--- config.mk ---
export PLATFORM = sky130hd
export DESIGN_NAME = shot_clock_display
export DESIGN_NICKNAME = d
export VERILOG_FILES = /design/src/rtl/shot_clock_pkg.sv /design/src/rtl/shot_clock_display_seg7.sv /design/src/rtl/shot_clock_display.sv
export SDC_FILE = /design/constraint.sdc
export NUM_CORES = 1
export LEC_CHECK = 0
export CAP_MARGIN = 20
export CORE_MARGIN = 5
export CORE_UTILIZATION = 26
export CTS_CLUSTER_DIAMETER = 200
export DETAILED_ROUTE_END_ITERATION = 8
export GPL_ROUTABILITY_DRIVEN = 0
export HOLD_SLACK_MARGIN = 0.08
export SETUP_SLACK_MARGIN = 0.3
export SYNTH_ARGS = -nofsm -noshare
export SYNTH_HDL_FRONTEND = slang
export SYNTH_SLANG_ARGS = --single-unit
--- constraint.sdc ---
create_clock -name clk -period 3.6 [get_ports clk]
set_input_delay 0.9 -clock clk [delete_from_list [all_inputs] [get_ports clk]]
set_output_delay 0.9 -clock clk [all_outputs]
set_load 0.02 [all_outputs]
--- src/rtl/shot_clock_pkg.sv ---
`default_nettype none
// ============================================================================
//  Module      : shot_clock_pkg
//  Description : Shared types and constants for the shot-clock display path.
//  Revision    : 1.0 - initial release
// ============================================================================
package shot_clock_pkg;

  typedef enum logic [1:0] {
    IDLE  = 2'd0,
    RUN   = 2'd1,
    FLASH = 2'd2,
    DONE  = 2'd3
  } state_t;

  localparam logic [6:0] SEG_BLANK = 7'h7F;
  localparam logic [6:0] SEG_ZERO  = 7'b1000000;

  // Number of clock cycles the display stays in one blink phase.
  function automatic int half_period(input int clk_hz, input int flash_hz);
    return clk_hz / (2 * flash_hz);
  endfunction

endpackage
`default_nettype wire

--- src/rtl/shot_clock_display_seg7.sv ---
`default_nettype none
// ============================================================================
//  Module      : seg7_decoder
//  Description : 4-bit digit to active-low 7-segment (gfedcba); codes above 9
//                produce a blank digit.
//  Revision    : 1.0 - initial release
// ============================================================================
module seg7_decoder
  import shot_clock_pkg::*;
(
  input  logic [3:0] digit_i,
  output logic [6:0] seg_o
);

  // Pure lookup of the segment pattern for one decimal digit.
  always_comb begin
    seg_o = SEG_BLANK;
    case (digit_i)
      4'd0:    seg_o = 7'b1000000;
      4'd1:    seg_o = 7'b1111001;
      4'd2:    seg_o = 7'b0100100;
      4'd3:    seg_o = 7'b0110000;
      4'd4:    seg_o = 7'b0011001;
      4'd5:    seg_o = 7'b0010010;
      4'd6:    seg_o = 7'b0000010;
      4'd7:    seg_o = 7'b1111000;
      4'd8:    seg_o = 7'b0000000;
      4'd9:    seg_o = 7'b0010000;
      default: seg_o = SEG_BLANK;
    endcase
  end

endmodule
`default_nettype wire

--- src/rtl/shot_clock_display.sv ---
`default_nettype none
// ============================================================================
//  Module      : shot_clock_display
//  Description : Two-digit 7-segment driver for the shot-clock count with
//                leading-zero blanking, expiry detection, blinking "00" with
//                buzzer, then a steady expired indication.
//  Revision    : 1.0 - initial release
// ============================================================================
module shot_clock_display
  import shot_clock_pkg::*;
#(
  parameter int CLK_HZ        = 50_000_000,
  parameter int FLASH_HZ      = 2,
  parameter int FLASH_TOGGLES = 6,
  parameter int WIDTH         = 5
) (
  input  logic             clk,
  input  logic             reset,
  input  logic [WIDTH-1:0] count,
  output logic [6:0]       hex1,
  output logic [6:0]       hex0,
  output logic             buzzer,
  output logic             expired
);

  localparam int HALF = half_period(CLK_HZ, FLASH_HZ);
  localparam int TW   = (HALF > 1) ? $clog2(HALF) : 1;
  localparam int GW   = (FLASH_TOGGLES > 0) ? $clog2(FLASH_TOGGLES + 1) : 1;

  localparam logic [WIDTH-1:0] C_TEN      = WIDTH'(10);
  localparam logic [TW-1:0]    C_TIM_LAST = TW'(HALF - 1);
  localparam logic [GW-1:0]    C_TOG_LAST = GW'(FLASH_TOGGLES - 1);

  logic [WIDTH-1:0] count_q;
  state_t           state_q, state_d;
  logic [TW-1:0]    timer_q, timer_d;
  logic [GW-1:0]    tog_q, tog_d;
  logic             blank_q, blank_d;   // 1 = OFF phase of the blink

  logic [3:0]       tens_w, units_w;
  logic [6:0]       seg_tens_w, seg_units_w;
  logic [6:0]       hex1_d, hex0_d;
  logic             buzzer_d, expired_d;

  // Constant-divisor split; count never exceeds 31 so tens fits in 4 bits.
  assign tens_w  = 4'(count_q / C_TEN);
  assign units_w = 4'(count_q % C_TEN);

  seg7_decoder u_seg_tens  (.digit_i(tens_w),  .seg_o(seg_tens_w));
  seg7_decoder u_seg_units (.digit_i(units_w), .seg_o(seg_units_w));

  // Next-state logic; a nonzero count always forces RUN and wins over blink events.
  always_comb begin
    state_d = state_q;
    timer_d = timer_q;
    tog_d   = tog_q;
    blank_d = blank_q;
    case (state_q)
      IDLE: begin
        if (count_q != '0) state_d = RUN;
      end
      RUN: begin
        if (count_q == '0) begin
          state_d = FLASH;
          timer_d = '0;
          tog_d   = '0;
          blank_d = 1'b0;
        end
      end
      FLASH: begin
        if (timer_q == C_TIM_LAST) begin
          timer_d = '0;
          blank_d = ~blank_q;
          tog_d   = tog_q + 1'b1;
          if (tog_q == C_TOG_LAST) state_d = DONE;
        end else begin
          timer_d = timer_q + 1'b1;
        end
      end
      DONE: begin
        state_d = DONE;
      end
      default: state_d = IDLE;
    endcase
    if (count_q != '0) begin
      state_d = RUN;
      timer_d = '0;
      tog_d   = '0;
      blank_d = 1'b0;
    end
  end

  // Output decode from the next state so displayed values line up with the FSM.
  always_comb begin
    hex1_d    = (count_q < C_TEN) ? SEG_BLANK : seg_tens_w;
    hex0_d    = seg_units_w;
    buzzer_d  = 1'b0;
    expired_d = 1'b0;
    case (state_d)
      FLASH: begin
        buzzer_d = 1'b1;
        hex1_d   = blank_d ? SEG_BLANK : SEG_ZERO;
        hex0_d   = blank_d ? SEG_BLANK : SEG_ZERO;
      end
      DONE: begin
        expired_d = 1'b1;
        hex1_d    = SEG_ZERO;
        hex0_d    = SEG_ZERO;
      end
      default: ;
    endcase
  end

  // Count capture, FSM state and registered outputs.
  always_ff @(posedge clk or posedge reset) begin
    if (reset) begin
      count_q <= '0;
      state_q <= IDLE;
      timer_q <= '0;
      tog_q   <= '0;
      blank_q <= 1'b0;
      hex1    <= SEG_BLANK;
      hex0    <= SEG_BLANK;
      buzzer  <= 1'b0;
      expired <= 1'b0;
    end else begin
      count_q <= count;
      state_q <= state_d;
      timer_q <= timer_d;
      tog_q   <= tog_d;
      blank_q <= blank_d;
      hex1    <= hex1_d;
      hex0    <= hex0_d;
      buzzer  <= buzzer_d;
      expired <= expired_d;
    end
  end

endmodule
`default_nettype wire

==> summary.txt, run 1 <==
Setup path
  • Critical Path Source Type: register
  • Crit path required time: about 3800 ps
  • Critical Path Most Common Cell: nor2_2
  • Arrival time at the worst endpoint: 2840 ps
  • Crit path kind: reg2reg
  • CP cell instances: ha_1, and3_4, nand4_2, nor3_1, nor2_2, nor2_2, mux2_2
  • Crit path max-delay family: simple AND/OR/NAND/NOR gates
  • Highest-delay cell along the critical path: nor2_2
  • Buf/Inv on CP: 0
  • CP max stage delay: ~670 ps
  • Top fanout value on the critical path: 22
  • Setup crit end kind: register

GRT
  • First-pass GRT wire length: about 10,000 um
  • Vias in the first global route: 2,095
  • Largest net degree at the start of global routing: 27
  • Remaining global-route overflow: 0
  • Initial antenna violation count: 0
  • Gr usage total: a little under a tenth

STA
  • F_max: 377 MHz
  • RSZ-0062 raised after global routing: false
  • Worst slew pin tran: about 860 ps
  • Slew headroom: ~43%
  • Worst Skew: slightly above 9 ps
  • Min cycle time layout: about 2700 ps
  • Setup-failing EPs final: 0
  • Setup TNS: 0 ps
  • Pins Over Slew Limit: 0
  • Hold Fails Final Rpt: 0
  • Period Utilization, post-route: roughly three quarters

Clock tree
  • Postcts setup bufs: 0
  • CTS hold repair buffers: 0
  • Number of H-tree levels: 2
  • Clock Tree Buf Depth: 2
  • Skew-Pair Late Insertion Delay: roughly 300 ps
  • PostCTS Resize Cnt: 0
  • Total CTS buffers: 5
  • Clk pin slew, worst setup/hold paths: about 90 ps
  • CTS tree: done
  • CTS Root Cell: clkbuf_8
  • Clk sinks: 50

Routing
  • Drt drc: 0
  • WL/cell: between 10 and 15 um
  • Vias per cell: roughly 4.6
  • First-pass DRT Iterations: 4
  • Vias: approximately 2,000
  • Drt total wl: roughly 5600 um
  • Post-route ant nets: 0
  • Iteration-0 DRC Markers: 106

Synthesis
  • Most frequent cells after synthesis: dfrtp_1 (37), nor2_1 (33), nand2_1 (20), xnor2_1 (15), inv_1 (14)
  • Synthesized flop and latch total: 50
  • Cells after Synth: 277
  • Synth Net Count: roughly 300
  • Synth top area share: about a third
  • Yosys top cell by area: dfrtp_1
  • Yosys warns: 0
  • Asr flop ratio synth: between 90% and 100%
  • Mapped Area: 2790 um^2
  • Post-synth top flop: dfrtp_1
  • Top cells by area, synth: dfrtp_1 (33%), dfstp_2 (12%), ha_1 (5.4%)
  • Most numerous cell in the Yosys netlist: dfrtp_1
  • Seq/Total Area, Yosys: 45.4%
  • Netlist cell types: 59
  • Post-synth EDFFs: 0
  • Synth Area per Inst: 10.1 um^2

Run
  • Max-Cap Viols: 0

Floorplan
  • I/O pin cnt: 23
  • Die X: 114 um
  • Die Area: about 13,000 um^2
  • Row cnt: 37
  • Die span in y: roughly 110 um
  • Core box area: between 10,000 and 15,000 um^2
  • Initial Utilization: ~27%

Layout
  • Util after Layout: between 30% and 40%
  • Area Growth Syn to Fin: 15.3%
  • Layout cell share with drive strength beyond 1: 15.0%
  • Non-Filler Instances: approximately 440
  • Final layout net count: between 300 and 400
  • Antenna cell count: 0

Placed design
  • Post-Place Cells: 428
  • HPWL Detailed: about 4200 um
  • IO buf count: 22

Power and ir drop
  • Leak: approximately 1.3 nW
  • Max IR drop VDD: ~0.00021 V
  • PD cells: 345 nW/um^2

Min path
  • Tightest Hold Check Type: reg2reg

Status
  • Outcome: completed
## per-layer routing
metal	global-route usage, %	share of wire (%)	vias up	routed length, um
met2	15.4	47	31	2670
met3	2.44	4.0	4	223
met4	1.92	0.44	0	25
met5	0	0	-	0
met1	12.5	48	966	2710
li1	-	-	1020	-
## cell usage in the layout, fill, tap and decap left out, types with 3 or more instances in the layout
cell	synthesis	layout
xor2_1	6	6
clkbuf_8	0	5
ha_1	12	12
nor2_1	33	33
a21oi_1	8	8
nor3_1	12	12
nand4_1	7	7
dfrtp_1	37	37
nand2_1	20	20
nand3_1	11	11
clkdlybuf4s50_1	0	22
a31oi_1	4	4
and3_1	5	5
nor2_2	3	3
o21ai_0	11	11
nor3_2	3	3
inv_1	14	13
nor2b_1	3	3
dfstp_2	13	13
xnor2_1	15	15
clkbuf_1	0	3
## stage by stage
step / setup WS (ps) / instance area (um^2) / hold WS [ps] / power (W)
final: 947 / 3220 / 530 / 0.00111
after CTS: 896 / 3220 / 529 / 0.00112
after detailed placement: 897 / 3140 / 515 / 0.000805
after global placement: 920 / 3140 / 514 / 0.000804
after global routing: 679 / 3220 / 546 / 0.00116
after floorplan: 1420 / 2790 / 478 / 0.000735
## flip-flops by register name (all words and copies together), names as in the netlist
signal	flops
blank_q	1
buzzer	1
count_q	5
expired	1
hex0	7
hex1	6
state_q	2
timer_q	24
tog_q	3
## area by class of cell
class	instances	area, um^2
sequential	50	1270
tap	136	170
clock buffer	8	80.1
multi-input combinational	204	1410
fill	1075	7200
inverter	14	52.6
timing repair buffer	24	235
## path summary, 6_finish.rpt
| kind | start | cells past startpoint | endpoint | slack [ps] |
|---|---|---|---|---|
| setup reg to reg | timer_q[0]$_DFFE_PP0P_ | 7 | tog_q[0]$_DFFE_PP0P_ | 950 |
| hold reg to reg | timer_q[0]$_DFFE_PP0P_ | 1 | timer_q[0]$_DFFE_PP0P_ | 530 |
| max in group asynchronous | reset | 3 | hex1[2]$_DFF_PP1_ | 1980 |
| min in group asynchronous | reset | 2 | timer_q[6]$_DFFE_PP0P_ | 960 |
| hold / removal | timer_q[0]$_DFFE_PP0P_ | 1 | timer_q[0]$_DFFE_PP0P_ | 530 |
| setup / recovery | timer_q[0]$_DFFE_PP0P_ | 7 | tog_q[0]$_DFFE_PP0P_ | 950 |
## cell families (layout without fill, tap and decap cells)
group | Yosys count | after routing | share of synthesized area (%)
AOI/OAI and AO/OA | 46 | 46 | 11.7
xor gates and xnor gates | 22 | 22 | 7.17
adders and majority gates | 12 | 12 | 5.38
buffers and inverters | 23 | 46 | 3.99
DFF | 50 | 50 | 45.4
muxes | 2 | 2 | 0.807
and+or+nand+nor | 122 | 122 | 25.6
## power breakdown
group | switching [W] | leakage (nW) | internal, W | total, W
clock | 0.000177 | 0.0395 | 0.000139 | 0.000316
combinational | 0.0000982 | 0.580 | 0.0000772 | 0.000175
sequential | 0.0000171 | 0.637 | 0.000601 | 0.000618
Note: power is estimated with default switching activity, not from simulation.
==> inputs of run 2 (changes only) <==
- clock period: 3.6 -> 2.43 ns (I/O delays scaled with it)
==> summary.txt, run 2 (same netlist as run 1, synthesis figures left out) <==
Setup path
  • Crit path kind: reg2reg
  • R2R Path End: hex0[2]$_DFF_PP1_
  • CP max stage delay: 430 ps (-240 ps)
  • Highest-delay cell along the critical path: dfrtp_2
  • Reg2Reg Setup Slack: 250 ps (-690 ps)
  • Setup crit end kind: register
  • Buf/Inv on CP: 0 (unchanged)
  • Arrival time at the worst endpoint: 2410 ps (-430 ps)
  • Reg2reg path depth: 8 (+1)
  • Crit path required time: 2660 ps (-1130 ps)
  • RR Startpoint: count_q[4]$_DFF_PP0_
  • Critical Path Source Type: register
  • CP cell instances: nor2b_4, a21oi_4, ha_4, nand2_1, a22oi_2, o21a_2, a31oi_4, o21ai_2
  • Crit path max-delay family: compound AO/OA/AOI/OAI gates
  • Top fanout value on the critical path: 6 (-73%)

Power and ir drop
  • Max IR drop VDD: 0.000253 V (+19%)
  • Leak: 1.49 nW (+18%)
  • PD cells: 484 nW/um^2 (+40%)
  • Power, Total: 0.00189 W (+70%)

Floorplan
  • Initial Utilization: 26.8% (unchanged)
  • Row cnt: 37 (unchanged)
  • Die X: 114 um (unchanged)
  • Die Area: 12,900 um^2 (unchanged)
  • Die span in y: 114 um (unchanged)
  • I/O pin cnt: 23 (unchanged)
  • Core box area: 10,400 um^2 (unchanged)

Routing
  • Post-route ant nets: 0 (unchanged)
  • Vias per cell: 4.76 (+2.6%)
  • WL/cell: 14.5 um (+12%)
  • First-pass DRT Iterations: 4 (unchanged)
  • Drt drc: 0 (unchanged)
  • Vias: 2,231 (+10%)
  • Iteration-0 DRC Markers: 43 (-59%)
  • Drt total wl: 6820 um (+21%)

Clock tree
  • Clock Tree Buf Depth: 2 (unchanged)
  • Total CTS buffers: 5 (unchanged)
  • CTS Root Cell: clkbuf_8
  • Clk pin slew, worst setup/hold paths: 90 ps (about the same)
  • Skew-Pair Late Insertion Delay: 300 ps (about the same)
  • Number of H-tree levels: 2 (unchanged)
  • Clk sinks: 50 (unchanged)
  • CTS tree: done

Layout
  • Max reg flops: 24 (unchanged)
  • Non-Filler Instances: 469 (+7.6%)
  • Antenna cell count: 0 (unchanged)
  • Commonest non-fill, non-tap cells in the layout: nor2_1 (32), dfrtp_1 (32), buf_4 (31)
  • Layout cell share with drive strength beyond 1: 39.0% (+24 points)
  • Final layout net count: 351 (+10%)
  • Biggest regs: timer_q x24, hex0 x7, hex1 x6
  • Area Growth Syn to Fin: 40.0%
  • Register with the most flip-flops: timer_q

Min path
  • Tightest Hold Check Type: reg2reg
  • Hold Path Depth: 2 (+1)
  • Worst Min Path Start: timer_q[20]$_DFFE_PP0P_
  • WHS Endpoint: timer_q[20]$_DFFE_PP0P_

GRT
  • Vias in the first global route: 2,173 (+3.7%)
  • Largest net degree at the start of global routing: 35 (+30%)
  • Initial antenna violation count: 0 (unchanged)
  • Gr usage total: 9.66% (+0.27 points)
  • GR Layer Usage met1: 12.0% (-0.52 points)
  • Grt met3 use: 2.71% (+0.27 points)
  • First-pass GRT wire length: 10,400 um (+3.4%)
  • Remaining global-route overflow: 0 (unchanged)
  • GR peak layer: met2
  • Routing usage on met2: 16.2% (+0.86 points)

STA
  • Slew headroom: 61.1% (+19 points)
  • Hold slack final: 541 ps (+11.1 ps)
  • Pins Over Slew Limit: 0 (unchanged)
  • Final worst slack: 255 ps (-692 ps)
  • Hold Fails Final Rpt: 0 (unchanged)
  • Setup-failing EPs final: 0 (unchanged)
  • Min cycle time layout: 2180 ps (-478 ps)
  • Period Utilization, post-route: 89.5% (+16 points)
  • Worst slew pin tran: 582 ps (-279 ps)
  • Setup TNS: 0 ps (unchanged)
  • Worst Skew: 7.27 ps (-1.97 ps)
  • RSZ-0062 raised after global routing: true
  • F_max: 460 MHz (+22%)

Placed design
  • HPWL Detailed: 4190 um (-0.28%)
  • Post-Place Cells: 435 (+1.6%)
  • IO buf count: 22 (unchanged)
  • Post-Place Setup Slack: 91.4 ps (-805 ps)

Run
  • Max-Cap Viols: 0 (unchanged)

Status
  • Outcome: completed
==> run 2: cell types whose count changed in the layout (fill, tap and decap cells not counted), moves of 4 or more <==
cell     previous run  this run
ha_1               12         6
o21ai_0            11         7
buf_4               2        31
ha_4                0         5
dfrtp_1            37        32
nor3_2              3         7
nor3_1             12         6
dfrtp_2             0         4
==> run 2: repair_timing <==
item                                    in CTS  in global routing
buffers inserted                             6                 19
gates resized for setup                     14                 67
hold buffers                                 0                  0
cloned                                       0                  1
endpoints found under the setup margin      34                 35
pin swaps                                    2                 26
==> run 2: metal layers <==
metal | wire length [um] | up-vias
li1 | - | 1092
met1 | 3030 | 1084
met2 | 3400 | 41
met3 | 235 | 14
met4 | 150 | 0
met5 | 0 | -
==> run 2: worst min-delay path, stage by stage (launching register included) <==
cell	delay, ps
dfrtp_1	360
xnor2_1	110
nor2_1	40
==> run 2: how the worst max path moves through the flow <==
| stage | startpoint | end | cells after the start | slack (ps) |
|---|---|---|---|---|
| after floorplan | count_q[4]$_DFF_PP0_ | hex0[3]$_DFF_PP1_ | 10 | 320 |
| after global placement | count_q[4]$_DFF_PP0_ | hex0[3]$_DFF_PP1_ | 9 | 130 |
| after detailed placement | count_q[2]$_DFF_PP0_ | hex0[4]$_DFF_PP1_ | 9 | 90 |
| after CTS | timer_q[0]$_DFFE_PP0P_ | timer_q[4]$_DFFE_PP0P_ | 8 | 250 |
| after global routing | count_q[4]$_DFF_PP0_ | hex0[2]$_DFF_PP1_ | 8 | 210 |
| final | count_q[4]$_DFF_PP0_ | hex0[2]$_DFF_PP1_ | 8 | 250 |
==> run 2: cell type report <==
type	instances	area, um^2
inverters	14	52.6
well taps	136	170
repair buffers	56	495
clock buffers	7	76.3
multi-input cells	205	1810
clock inverters	1	30.0
fillers	1004	6510
flip-flops and latches	50	1280
==> run 2: where the power goes <==
group | switching [W] | internal (W)
Sequential | 0.0000218 | 0.000891
Clock | 0.000270 | 0.000308
Combinational | 0.000209 | 0.000190
==> run 2: stage by stage <==
| stage | utilization (%) | area (um^2) |
|---|---|---|
| CTS | 32.8 | 3420 |
| floorplan | - | 2810 |
| finish | 37.5 | 3910 |
| global route | 37.5 | 3910 |
| global placement | 30.8 | 3210 |
| detailed placement | 30.8 | 3210 |
